File: src/rtl/program_loader.sv
// Boot loader: assembles a length-prefixed little-endian byte frame into 32-bit words,
// writes them to instruction memory, then releases core reset. Optional trailer check: LOADER_CHECKSUM_EN.
module program_loader #(
  parameter int          ADDR_WIDTH = 8,
  parameter int unsigned START_ADDR = 0
) (
  input  logic                  clk,
  input  logic                  areset,
  input  logic [7:0]            rx_data,
  input  logic                  rx_valid,
  output logic                  rx_ready,
  output logic                  imem_we,
  output logic [ADDR_WIDTH-1:0] imem_addr,
  output logic [31:0]           imem_wdata,
  output logic                  core_reset,
  output logic                  load_done,
  output logic                  load_error,
  output logic [ADDR_WIDTH:0]   words_loaded
);

  localparam logic [ADDR_WIDTH-1:0] START_A = ADDR_WIDTH'(START_ADDR);
  localparam logic [31:0]           DEPTH   = 32'd1 << ADDR_WIDTH;

  typedef enum logic [2:0] {
    S_HDR0  = 3'd0,
    S_HDR1  = 3'd1,
    S_DATA  = 3'd2,
    S_WRITE = 3'd3,
    S_DONE  = 3'd4,
`ifdef LOADER_CHECKSUM_EN
    S_ERROR = 3'd5,
    S_CHK   = 3'd6
`else
    S_ERROR = 3'd5
`endif
  } state_t;

  state_t                r_state;
  state_t                w_next;
  logic [15:0]           r_n;
  logic [1:0]            r_byte_cnt;
  logic [31:0]           r_word;
  logic [ADDR_WIDTH:0]   r_words_loaded;
  logic                  r_rx_ready;
  logic                  r_imem_we;
  logic [ADDR_WIDTH-1:0] r_imem_addr;
  logic [31:0]           r_imem_wdata;
  logic                  r_core_reset;
  logic                  r_load_done;
  logic                  r_load_error;
`ifdef LOADER_CHECKSUM_EN
  logic [7:0]            r_csum;
`endif

  logic        w_accept;
  logic [15:0] w_n_full;
  logic        w_more;
  state_t      w_end;

  assign w_accept = rx_valid && r_rx_ready;
  assign w_n_full = {rx_data, r_n[7:0]};
  assign w_more   = (32'(r_words_loaded) + 32'd1) < {16'd0, r_n};
`ifdef LOADER_CHECKSUM_EN
  assign w_end    = S_CHK;
`else
  assign w_end    = S_DONE;
`endif

  always_ff @(posedge clk) begin
    if (areset) begin
      r_state <= S_HDR0;
    end else begin
      r_state <= w_next;
    end
  end

  always_comb begin
    w_next = r_state;
    case (r_state)
      S_HDR0: begin
        if (w_accept) w_next = S_HDR1;
        else          w_next = r_state;
      end
      S_HDR1: begin
        if (!w_accept)                         w_next = r_state;
        else if ({16'd0, w_n_full} > DEPTH)    w_next = S_ERROR;
        else if (w_n_full == 16'd0)            w_next = w_end;
        else                                   w_next = S_DATA;
      end
      S_DATA: begin
        if (w_accept && (r_byte_cnt == 2'd3)) w_next = S_WRITE;
        else                                  w_next = r_state;
      end
      S_WRITE: begin
        if (w_more) w_next = S_DATA;
        else        w_next = w_end;
      end
`ifdef LOADER_CHECKSUM_EN
      S_CHK: begin
        if (!w_accept)              w_next = r_state;
        else if (rx_data == r_csum) w_next = S_DONE;
        else                        w_next = S_ERROR;
      end
`endif
      S_DONE:  w_next = S_DONE;
      S_ERROR: w_next = S_ERROR;
      default: w_next = S_HDR0;
    endcase
  end

  // Outputs are registered from the next state so they line up with the state they describe
  always_ff @(posedge clk) begin
    if (areset) begin
      r_n            <= 16'd0;
      r_byte_cnt     <= 2'd0;
      r_word         <= 32'd0;
      r_words_loaded <= '0;
      r_rx_ready     <= 1'b1;
      r_imem_we      <= 1'b0;
      r_imem_addr    <= START_A;
      r_imem_wdata   <= 32'd0;
      r_core_reset   <= 1'b1;
      r_load_done    <= 1'b0;
      r_load_error   <= 1'b0;
`ifdef LOADER_CHECKSUM_EN
      r_csum         <= 8'd0;
`endif
    end else begin
`ifdef LOADER_CHECKSUM_EN
      r_rx_ready   <= (w_next == S_HDR0) || (w_next == S_HDR1) ||
                      (w_next == S_DATA) || (w_next == S_CHK);
      if (w_accept && (r_state != S_CHK)) r_csum <= r_csum ^ rx_data;
`else
      r_rx_ready   <= (w_next == S_HDR0) || (w_next == S_HDR1) || (w_next == S_DATA);
`endif
      r_imem_we    <= (w_next == S_WRITE);
      r_core_reset <= (w_next != S_DONE);
      r_load_done  <= (w_next == S_DONE);
      r_load_error <= (w_next == S_ERROR);
      if (w_accept && (r_state == S_HDR0)) r_n[7:0]  <= rx_data;
      if (w_accept && (r_state == S_HDR1)) r_n[15:8] <= rx_data;
      if (w_accept && (r_state == S_DATA)) begin
        r_word[{r_byte_cnt, 3'b000} +: 8] <= rx_data;
        r_byte_cnt                        <= r_byte_cnt + 2'd1;
      end
      // The final byte bypasses the assembly register straight into the write data
      if ((r_state == S_DATA) && (w_next == S_WRITE)) begin
        r_imem_wdata <= {rx_data, r_word[23:0]};
        r_imem_addr  <= START_A + r_words_loaded[ADDR_WIDTH-1:0];
      end
      if (r_state == S_WRITE) r_words_loaded <= r_words_loaded + 1'b1;
    end
  end

  assign rx_ready     = r_rx_ready;
  assign imem_we      = r_imem_we;
  assign imem_addr    = r_imem_addr;
  assign imem_wdata   = r_imem_wdata;
  assign core_reset   = r_core_reset;
  assign load_done    = r_load_done;
  assign load_error   = r_load_error;
  assign words_loaded = r_words_loaded;

endmodule

File: config.mk
export PLATFORM = sky130hd
export DESIGN_NAME = program_loader
export DESIGN_NICKNAME = d
export VERILOG_FILES = /design/src/rtl/program_loader.sv
export SDC_FILE = /design/constraint.sdc
export NUM_CORES = 1
export LEC_CHECK = 0
export ABC_AREA = 1
export BUFFER_PORTS_ARGS = -buffer_cell sky130_fd_sc_hd__buf_2
export CORE_ASPECT_RATIO = 1.25
export CORE_MARGIN = 2
export CORE_UTILIZATION = 50
export CTS_CLUSTER_DIAMETER = 80
export CTS_CLUSTER_SIZE = 8
export DETAILED_ROUTE_END_ITERATION = 7
export PLACE_DENSITY = 0.78
export SLEW_MARGIN = 30
export SYNTH_ARGS = -nofsm -noshare
export SYNTH_HDL_FRONTEND = slang
export SYNTH_SLANG_ARGS = --single-unit
File: constraint.sdc
create_clock -name clk -period 2.4 [get_ports clk]
set_clock_uncertainty 0.15 [all_clocks]
set_input_delay 0.48 -clock clk [delete_from_list [all_inputs] [get_ports clk]]
set_output_delay 0.48 -clock clk [all_outputs]
set_load 0.02 [all_outputs]
==> results.yml <==
run_status:
  status: "finished, violations left"
  violations: "setup timing"
clock_tree:
  cts-root-buf: "clkbuf_8"
  cts-buffers-inserted: 9
  h-tree-depth: 3
  clockBufferDepth: 2
  cts_tree: "yes"
  postCtsHoldBufs: 0
  clk_latency_ns: 0.37
  clk_pin_slew_ns: 0.09
  cts_sinks: 99
sta:
  worstMarginPinSlew_ns: 0.596
  finalCriticalPeriod_ns: 2.45
  fin_crit_sh: 1.02
  fmax_ghz: 0.408
  relSlewSlack: 0.602
  rsz0062_at_grt: "yes"
  hold_viol: 0
  fin_ws_ns: -0.0514
  slew_viol_final: 0
  setup_viol: 3
power_and_ir_drop:
  vdd.ir_drop.worst_uv: 496
  powerDensity_nw_per_um2: 610
  leakage_nw: 2.35
final_layout:
  final_cell_area_um2: 4800
  layout.nets: 614
  antenna_cells: 0
  utilization: 0.609
  syn_to_final_growth_pct: 17.2
  layout-drive-gt1-share: 0.226
route:
  num_vias: 3661
  drt_wl_total_um: 9570
  drt_pass1_iterations: 4
  route.detailed.drc: 0
  antenna_left: 0
  vias_per_cell: 5.32
  drt_iter0_markers: 264
  wl_per_cell_um: 13.9
worst_setup_path:
  arrival_ns: 2.56
  end_kind: "flip-flop"
  crit_fanout: 3
  critical_path_class: "reg -> reg"
  cp.required_ns: 2.51
  start_kind: "flip-flop"
place:
  portBuffers: 64
  place_area_um2: 4520
  routabilityCongestion: 0.818
  dp_hpwl_um: 6800
synth:
  syn_area_um2: 4100
  synth_cells: 520
  yosysWarningCount: 0
  synth_edf_count: 0
  ys_types: 29
  synthArstFlopShare: 0
  avgSynthCellArea_um2: 7.88
  synth_ff_type: "dfxtp_1"
  synth_nets: 546
  ys_ff_latch: 99
  ys_seq_area_frac: 0.484
grt:
  antenna_found_initial: 0
  grt_usage: 0.216
  grt_pass1_wl_um: 15500
  grt_max_degree: 52
  grt_pass1_vias: 3385
  grt-ovfl-total: 0
die:
  start_util: 0.520
  die_h_um: 105
  die_w_um: 85.0
  rows: 36
  ios: 65
  fp.dieArea_um2: 8940
  core_area_um2: 7880
job:
  cap_violations: 0
worst_hold_path:
  hold_class: "in -> reg"
==> layout by cell type (no fill, tap or decap), types with 2 or more instances in the layout <==
cell type,synthesis,routed
clkinv_2,3,4
nand3_1,15,15
nand4_1,19,19
dfxtp_1,99,96
nand2_1,57,53
a21oi_2,1,2
nor2_1,81,79
inv_1,43,42
ha_1,15,14
nand2_2,0,4
o21ai_0,68,68
a21oi_1,64,63
nor2_2,10,11
nand2_4,4,4
buf_4,0,16
clkbuf_8,0,12
dfxtp_4,0,3
xor2_1,5,4
buf_2,7,64
o21ai_1,2,2
inv_2,3,4
==> cell type report <==
type	instances	area (µm²)
clock buffer	13	169
clock inverter	3	21.3
fill	720	3080
inverter	49	188
multi-input combinational	349	1870
sequential	99	1990
tap	95	119
timing repair buffer	80	440
==> state kept, by name, indices dropped and copies added, names as in the netlist <==
| name | cells |
|---|---|
| r_n | 16 |
| words_loaded | 9 |
| core_reset | 1 |
| r_state | 3 |
| rx_ready | 1 |
| load_done | 1 |
| load_error | 1 |
| imem_wdata | 32 |
| r_byte_cnt | 2 |
| imem_we | 1 |
| r_word | 24 |
| imem_addr | 8 |
==> repair_timing <==
item,in CTS,in global routing
buffers inserted,2,1
endpoints found under the hold margin,0,0
setup endpoints to repair,4,7
resized for setup,8,10
pin swaps,4,13
==> power by group <==
part,switching [mW],internal [mW],leakage [nW],total (mW)
registers,0.0181,1.67,0.803,1.69
clock network,0.555,0.463,0.0956,1.02
logic,0.153,0.0686,1.45,0.222
==> per-layer routing <==
metal | GRT usage | part of all wire | vias to the layer above
li1 | - | - | 1847
met1 | 0.240 | 0.41 | 1703
met2 | 0.393 | 0.53 | 93
met3 | 0.0458 | 0.049 | 18
met4 | 0.0828 | 0.019 | 0
met5 | 0 | 0 | -
==> synth_stat cells, types with 2 or more instances <==
library cell | number | share of area
nand2_4 | 4 | 0.011
xor2_1 | 5 | 0.011
nand4_1 | 19 | 0.029
nand2_1 | 57 | 0.052
a21oi_1 | 64 | 0.078
o21ai_0 | 68 | 0.083
buf_2 | 7 | 0.0086
buf_1 | 3 | 0.0027
buf_6 | 2 | 0.0055
inv_2 | 3 | 0.0027
nor2_2 | 10 | 0.015
o21ai_1 | 2 | 0.0024
nor2_1 | 81 | 0.074
clkinv_2 | 3 | 0.0037
dfxtp_1 | 99 | 0.48
inv_1 | 43 | 0.039
clkbuf_1 | 10 | 0.0092
ha_1 | 15 | 0.046
nand3_1 | 15 | 0.018
==> stage by stage <==
stage	setup TNS, ns	power (mW)	hold slack (ns)	setup slack [ns]	cells
floorplan	0	1.88	0.285	0.000842	520
global placement	0	1.94	0.306	0.0621	669
detailed placement	-0.0882	1.95	0.310	-0.0589	669
CTS	-0.00521	2.94	0.282	-0.00413	687
global route	-1.18	3.04	0.300	-0.246	688
finish	-0.0999	2.93	0.291	-0.0514	688
==> worst paths after layout <==
check	cells past startpoint	startpoint	slack [ns]	endpoint
worst max-delay path	15	words_loaded[1]	-0.05	core_reset
worst min-delay path	3	rx_data[4]	0.29	r_word[20]
worst max register to register	15	words_loaded[1]	-0.05	core_reset
worst min register to register	2	r_word[12]	0.32	r_word[12]
==> kinds of logic after synthesis <==
logic type               after synthesis  synth area share
AND/OR/NAND/NOR                      191             0.215
AO/OA/AOI/OAI                        137             0.170
flip-flops                            99             0.484
XOR/XNOR                               6            0.0128
buffers and inverters                 72            0.0730
adder cells (fa/ha/maj)               15            0.0458
==> critical path: stages (launching register included) <==
cell and delay (ns):
dfxtp_4 0.38, ha_4 0.13, nand2_2 0.05, inv_2 0.05
nand4_1 0.13, nor2_1 0.13, nand2_1 0.08, xor2_1 0.17
inv_1 0.06, ha_1 0.14, a21oi_1 0.06, or3b_4 0.39
nand2_1 0.11, nand2_2 0.09, a21oi_2 0.17, nand2_1 0.07
Note: power is estimated with default switching activity, not from simulation.
